[src/rtl/trap_ctrl.sv]
// rtl/trap_ctrl.sv - trap controller: exception/interrupt arbitration, trap strobe, flush and PC select
// Optional feature macro: TRAP_IRQ_SYNC_EN (2-flop irq synchronizers ahead of the edge detector)
module trap_ctrl #(
   parameter int NUM_IRQ        = 4,
   parameter int IRQ_CAUSE_BASE = 16
) (
   input  logic               clk,
   input  logic               rst_n,
   input  logic               instr_valid,
   input  logic [31:0]        pc,
   input  logic               exc_fetch_misalign,
   input  logic               exc_illegal,
   input  logic               exc_ebreak,
   input  logic               exc_load_misalign,
   input  logic               exc_store_misalign,
   input  logic               exc_ecall,
   input  logic               mret,
   input  logic [NUM_IRQ-1:0] irq,
   input  logic [31:0]        csr_info,
   output logic               except,
   output logic               interrupt,
   output logic [31:0]        except_info,
   output logic               flush,
   output logic [1:0]         pc_sel,
   output logic               in_handler,
   output logic               double_fault,
   output logic [NUM_IRQ-1:0] irq_pending
);

   typedef enum logic [1:0] {
      IDLE = 2'b00,
      TRAP = 2'b01,
      RET  = 2'b10
   } state_t;

   state_t             state_q;
   logic               except_q;
   logic               flush_q;
   logic [1:0]         pc_sel_q;
   logic [31:0]        info_q;
   logic               in_handler_q;
   logic               double_fault_q;

   logic [NUM_IRQ-1:0] irq_src;
   logic [NUM_IRQ-1:0] irq_prev_q;
   logic [NUM_IRQ-1:0] irq_rise;
   logic [NUM_IRQ-1:0] pending_q;
   logic [NUM_IRQ-1:0] pending_d;

   logic               sync_hit;
   logic [6:0]         sync_cause;
   logic [NUM_IRQ-1:0] irq_elig;
   logic               irq_hit;
   logic [6:0]         irq_cause;
   logic [NUM_IRQ-1:0] irq_clr_sel;
   logic [NUM_IRQ-1:0] irq_clr;
   logic               can_take;
   logic               take_trap;
   logic               take_irq;
   logic               take_ret;
   logic [7:0]         mstatus_new;
   logic [31:0]        info_d;
   logic               unused_ok;

`ifdef TRAP_IRQ_SYNC_EN
   logic [NUM_IRQ-1:0] irq_s1_q;
   logic [NUM_IRQ-1:0] irq_s2_q;

   // two-flop synchronizer for asynchronous interrupt lines
   always_ff @(posedge clk or negedge rst_n) begin
      if (!rst_n) begin
         irq_s1_q <= '0;
         irq_s2_q <= '0;
      end else begin
         irq_s1_q <= irq;
         irq_s2_q <= irq_s1_q;
      end
   end

   assign irq_src = irq_s2_q;
`else
   assign irq_src = irq;
`endif

   assign irq_rise = irq_src & ~irq_prev_q;

   // synchronous exception priority encoder, highest priority first
   always_comb begin
      sync_hit   = 1'b1;
      sync_cause = 7'd0;
      if (exc_fetch_misalign)      sync_cause = 7'd0;
      else if (exc_illegal)        sync_cause = 7'd2;
      else if (exc_ebreak)         sync_cause = 7'd3;
      else if (exc_load_misalign)  sync_cause = 7'd4;
      else if (exc_store_misalign) sync_cause = 7'd6;
      else if (exc_ecall)          sync_cause = 7'd11;
      else                         sync_hit   = 1'b0;
   end

   assign irq_elig = pending_q & csr_info[16 +: NUM_IRQ]
                   & {NUM_IRQ{csr_info[3] & ~in_handler_q & instr_valid}};

   // lowest-numbered eligible interrupt wins; scan downward so it is assigned last
   always_comb begin
      irq_hit     = 1'b0;
      irq_cause   = 7'd0;
      irq_clr_sel = '0;
      for (int i = NUM_IRQ - 1; i >= 0; i--) begin
         if (irq_elig[i]) begin
            irq_hit        = 1'b1;
            irq_cause      = 7'(IRQ_CAUSE_BASE + i);
            irq_clr_sel    = '0;
            irq_clr_sel[i] = 1'b1;
         end
      end
   end

   // flags are only looked at in IDLE: TRAP/RET cycles carry a flushed instruction
   assign can_take  = (state_q == IDLE) & instr_valid;
   assign take_trap = can_take & (sync_hit | irq_hit);
   assign take_irq  = can_take & ~sync_hit & irq_hit;
   assign take_ret  = can_take & ~take_trap & mret & in_handler_q;

   assign irq_clr   = take_irq ? irq_clr_sel : '0;
   assign pending_d = (pending_q & ~irq_clr) | irq_rise;

   // MPIE takes the old MIE, MIE is cleared, the rest of the byte passes through
   assign mstatus_new = {csr_info[3], csr_info[6:4], 1'b0, csr_info[2:0]};
   assign info_d      = {~sync_hit, (sync_hit ? sync_cause : irq_cause), mstatus_new, pc[15:0]};

   // edge detector history and pending latches
   always_ff @(posedge clk or negedge rst_n) begin
      if (!rst_n) begin
         irq_prev_q <= '0;
         pending_q  <= '0;
      end else begin
         irq_prev_q <= irq_src;
         pending_q  <= pending_d;
      end
   end

   // trap/return sequencer with registered strobes
   always_ff @(posedge clk or negedge rst_n) begin
      if (!rst_n) begin
         state_q        <= IDLE;
         except_q       <= 1'b0;
         flush_q        <= 1'b0;
         pc_sel_q       <= 2'b00;
         info_q         <= '0;
         in_handler_q   <= 1'b0;
         double_fault_q <= 1'b0;
      end else begin
         except_q <= 1'b0;
         flush_q  <= 1'b0;
         pc_sel_q <= 2'b00;
         case (state_q)
            IDLE: begin
               if (take_trap) begin
                  state_q      <= TRAP;
                  except_q     <= 1'b1;
                  flush_q      <= 1'b1;
                  pc_sel_q     <= 2'b01;
                  info_q       <= info_d;
                  in_handler_q <= 1'b1;
                  if (sync_hit && in_handler_q) begin
                     double_fault_q <= 1'b1;
                  end
               end else if (take_ret) begin
                  state_q      <= RET;
                  flush_q      <= 1'b1;
                  pc_sel_q     <= 2'b10;
                  in_handler_q <= 1'b0;
               end
            end
            TRAP:    state_q <= IDLE;
            RET:     state_q <= IDLE;
            default: state_q <= IDLE;
         endcase
      end
   end

   assign except       = except_q;
   assign interrupt    = info_q[31];
   assign except_info  = info_q;
   assign flush        = flush_q;
   assign pc_sel       = pc_sel_q;
   assign in_handler   = in_handler_q;
   assign double_fault = double_fault_q;
   assign irq_pending  = pending_q;

   assign unused_ok = ^{pc[31:16], csr_info[31:16], csr_info[15:8]};

endmodule

[config.mk]
export PLATFORM = sky130hd
export DESIGN_NAME = trap_ctrl
export DESIGN_NICKNAME = d
export VERILOG_FILES = /design/src/rtl/trap_ctrl.sv
export SDC_FILE = /design/constraint.sdc
export NUM_CORES = 1
export LEC_CHECK = 0
export CAP_MARGIN = 20
export CORE_ASPECT_RATIO = 0.6
export CORE_UTILIZATION = 36
export DETAILED_ROUTE_END_ITERATION = 8
export GPL_ROUTABILITY_DRIVEN = 0
export PLACE_DENSITY = 0.82
export SLEW_MARGIN = 5
export SYNTH_ARGS = -nofsm -noshare
export SYNTH_HDL_FRONTEND = slang
export SYNTH_SLANG_ARGS = --single-unit
[constraint.sdc]
create_clock -name clk -period 2.4 [get_ports clk]
set_clock_uncertainty 0.2 [all_clocks]
set_input_delay 0.48 -clock clk [delete_from_list [all_inputs] [get_ports clk]]
set_output_delay 0.48 -clock clk [all_outputs]
set_load 0.03 [all_outputs]
# Yosys cells after proc, flatten, opt, wreduce, memory -nomap -nowiden
# Index checks and enable logic that the tools add are counted.
# word_totals
reg_bits,47
input_bits,78
out_inout_bits,43
word_cells,75
# op_classes
n_eq_ne,1
n_mux,39
bitwise,20
n_reduce_logical,6
# op_table
cell,n
4-bit two-way mux,10
7-bit two-way mux,5
1-bit two-way mux,17
4-bit AND,4
2-bit two-way mux,6
1-bit AND,9
4-bit NOT,2
5-bit two-way mux,1
4-bit OR,1
2-bit AND reduction,2
3-bit inequality test (second input constant),1
1-bit NOT,3
3-bit AND reduction,1
2-bit logical NOT,1
2-bit nonzero test,1
1-bit logical AND,1
1-bit OR,1

# Logic depth before layout (Yosys ltp)
# depth
ltp_word,17
mapped_depth,7
ltp_nobuf,5

# Least setup slack after synthesis
# OpenSTA, ideal clock, no wires.
# synth_timing
kind,register to register
from,reg pending_q[1] (netlist: irq_pending[1])
to,reg info_q[17] (netlist: except_info[17])
setup_ns,0.125
arrival_time_ns,1.721
required_ns,2.075
slack_ns,0.354
path_stages_with_launch,8
path_buffers,2
period_less_slack_ns,2.046
cell_sequence,dfrtp_1 a22oi_2 a31oi_1 o21ai_4 inv_2 buf_6 buf_6 mux2_4
# synth_via
elab_chain_cells,7
# synth_lines
item,line,text
from (decl),47,logic [NUM_IRQ-1:0] pending_q;
from (signal assigned),138,pending_q <= pending_d;
4-bit AND,100,assign irq_elig = pending_q & csr_info[16 +: NUM_IRQ]
4-bit AND,101,& {NUM_IRQ{csr_info[3] & ~in_handler_q & instr_valid}};
1-bit two-way mux (2 in series),109,if (irq_elig[i]) begin
1-bit OR,120,assign take_trap = can_take & (sync_hit | irq_hit);
1-bit AND,120,
2-bit AND reduction (no line),-,
to (signal assigned),163,info_q <= info_d;
to (decl),40,logic [31:0] info_q;
# Every way passes these cells.
# A chain may end at the register's enable or synchronous reset.

# Final worst setup path
# layout_timing
from,in exc_store_misalign
to,reg info_q[21] (netlist: except_info[21])
# layout_via
elab_chain_cells,8
# layout_lines
item,line,text
from (decl),15,"input logic exc_store_misalign,"
1-bit two-way mux,95,else if (exc_store_misalign) sync_cause = 7'd6;
1-bit two-way mux,94,else if (exc_load_misalign) sync_cause = 7'd4;
1-bit two-way mux,93,else if (exc_ebreak) sync_cause = 7'd3;
1-bit two-way mux,92,else if (exc_illegal) sync_cause = 7'd2;
1-bit two-way mux,91,if (exc_fetch_misalign) sync_cause = 7'd0;
1-bit OR,120,
1-bit AND,120,
2-bit AND reduction (no line),-,
# Every way passes these cells.

==> metrics <==
critical path class input pin to register; synth unique cells 30; Via-to-Cell Ratio between 4 and 5; post-detailed-placement half-perimeter wirelength 3.12 mm; Synth Register Bits 44; fmax about 470 MHz; # IOs ~120; Adder-Cell Fraction of Synth Area 0; Synth area leaders dfrtp_1, mux2_2, o21ai_0; Synth Cell Area roughly 0.0018 sq mm; r2r startpoint in_handler; Longest Clk Path Bufs 2; Post-Synth Simple-Gate Area 0.0893; hold depth 1; post-synthesis mux area share 0.157; Final ANT Viol Nets 0; H-Tree Depth 2; critical path startpoint category input pin; die area approximately 0.0054 sq mm; gr usage total 0.163; Mapped Avg Cell Area ~13 sq um; status completed; PnR worst setup slack 293 ps; hold path endpoint irq_pending[0]; Max rail drop VDD about 400 uV; Layout Nets 313; Synth Area in Compound Gates 0.0887; power per cell area approximately 670 mW/mm^2; initial antenna violation count 0; top cells by count, synth dfrtp_1, mux2_2, o21ai_0; clock root buffer clkbuf_8; RSZ-0062 raised after global routing no; dominant synthesized flop cell dfrtp_1; Sequential cell area 0.00110 sq mm; number of flops mapped to enable cells by yosys 0; Least-Margin Pin Slew a little under 600 ps; Cells after DPL 290; post-synth top area cell dfrtp_1; multi-input logic area ~620 sq um; WP data arrival 2090 ps; Layout Utilization 0.611; hold wc startpoint irq_prev_q[0]; max-cap viol count 0; worst slack at placement -31.6 ps; XOR/XNOR share of the synthesized area 0; final setup fails 0; die width 93.8 um; Area Growth Syn to Fin 58.0%; port bufs 80; CP max FO 16; DRT Wirelength roughly 4 mm; hold crit path type register to register; via count roughly 1400; fill cell count 385; RR Endpoint except_info[12]; Core Footprint about 0.0047 sq mm; main combinational cell family by area after synthesis multiplexers; Slew HR 0.612; Final min period roughly 2100 ps; CTS buffer count 5; Final Cycle Share 0.878; Final Hold Vio Count 0; CTS tree yes; worst hold margin approximately 220 ps; grt ovf 0; asr flop ratio synth 1.00; Die Y approximately 57 um; Crit path required time between 2000 and 2500 ps; vias in the first global route between 1000 and 1500; Yosys top cell area share 0.605; Finished Layout Cells between 200 and 300; register area share after synthesis 0.605; Sink Count 44; Clock Latency Late Sink 290 ps; first-pass GRT wire length about 6.5 mm; clock-pin slew on the worst setup and hold paths roughly 80 ps; r2r setup slk roughly 480 ps; Iter 0 DRT Violations 43; Cells after Synth between 100 and 150; drt pass-1 iters 4; critical path endpoint category register; Initial Util 0.387; Std-Cell Rows 19; antenna cells 0; largest net degree at the start of global routing 27; most frequent cell after synthesis dfrtp_1; Synth Warn # 0; Max Slew Vio Count 0; fraction of layout cells with a size suffix above 1 0.231; Pleak 1.23 nW; cts repair resizes 0; FF-to-FF path depth 6; WL per Instance 13.7 um; Residual DRC 0
## cell families after synthesis
| family | count (synthesis) |
|---|---|
| compound gates | 24 |
| buf+inv | 19 |
| flops | 44 |
| mux | 24 |
| other cells | 1 |
| simple gates | 27 |
## layout make-up
cell class | instances | share of cell area
tap | 63 | 0.0274
inverter | 11 | 0.0144
multi-input combinational | 78 | 0.216
clock buffer | 5 | 0.0239
clock inverter | 1 | 0.0104
timing repair buffer | 95 | 0.325
sequential | 44 | 0.383
## layout by cell type (no fill, tap or decap), drive strengths merged
cell            n
a21oi           1
a22oi           1
a31o            2
a31oi           1
a32oi           1
and3b           1
buf            15
bufinv          1
clkbuf          5
clkdlybuf4s50  79
conb            3
dfrtp          44
dlygate4sd3     1
inv            11
mux2           24
nand2           9
nand3           1
nand3b          2
nand4           4
nor2            5
nor3            4
nor3b           1
o21a            1
o21ai          15
o22a            1
o32ai           1
## routing by layer
metal | global-route usage | vias up | wire length [um]
li1 | - | 667 | -
met1 | 0.220 | 649 | 1970
met2 | 0.247 | 53 | 1720
met3 | 0.0613 | 5 | 361
met4 | 0.0462 | 0 | 34
met5 | 0 | - | 0
## registers in the layout (all words and copies together), names as in the netlist
name,flops
flush,1
except_info,29
irq_pending,4
irq_prev_q,4
state_q,2
in_handler,1
except,1
double_fault,1
pc_sel,1
## critical path: stages
cell and delay (ps):
clkdlybuf4s50_1 460, nor3_2 330, nand2_4 90, o21ai_4 170
inv_2 90, buf_12 160, mux2_4 300
## stage by stage
step	instance area, sq um	power (mW)	setup TNS, ps
2_1_floorplan	1830	1.15	0
3_3_place_gp	2770	1.41	0
3_5_place_dp	2770	1.42	-133
4_1_cts	2880	1.96	0
5_1_grt	2880	2.03	0
6_report	2880	1.94	0
## report_power, final
group | internal [mW] | switching (mW)
logic | 0.275 | 0.274
registers | 0.817 | 0.0377
clock network | 0.299 | 0.238
total | 1.39 | 0.549
## worst max path at each step
stage | from | end | slack, ps | cells past startpoint
after global routing | in_handler | in_handler | 220 | 1
after floorplan | irq_pending[1] | except_info[17] | 350 | 7
after CTS | exc_store_misalign | except_info[17] | 280 | 7
after global placement | csr_info[3] | except_info[16] | 5 | 7
after detailed placement | exc_store_misalign | except_info[17] | -30 | 7
final | exc_store_misalign | except_info[21] | 290 | 7
## what timing repair did
item                                   CTS  global route
setup buffers                            0             0
setup endpoints to repair                0             0
hold buffers                             1             0
endpoints found under the hold margin   17             0
Note: power is estimated with default switching activity, not from simulation.
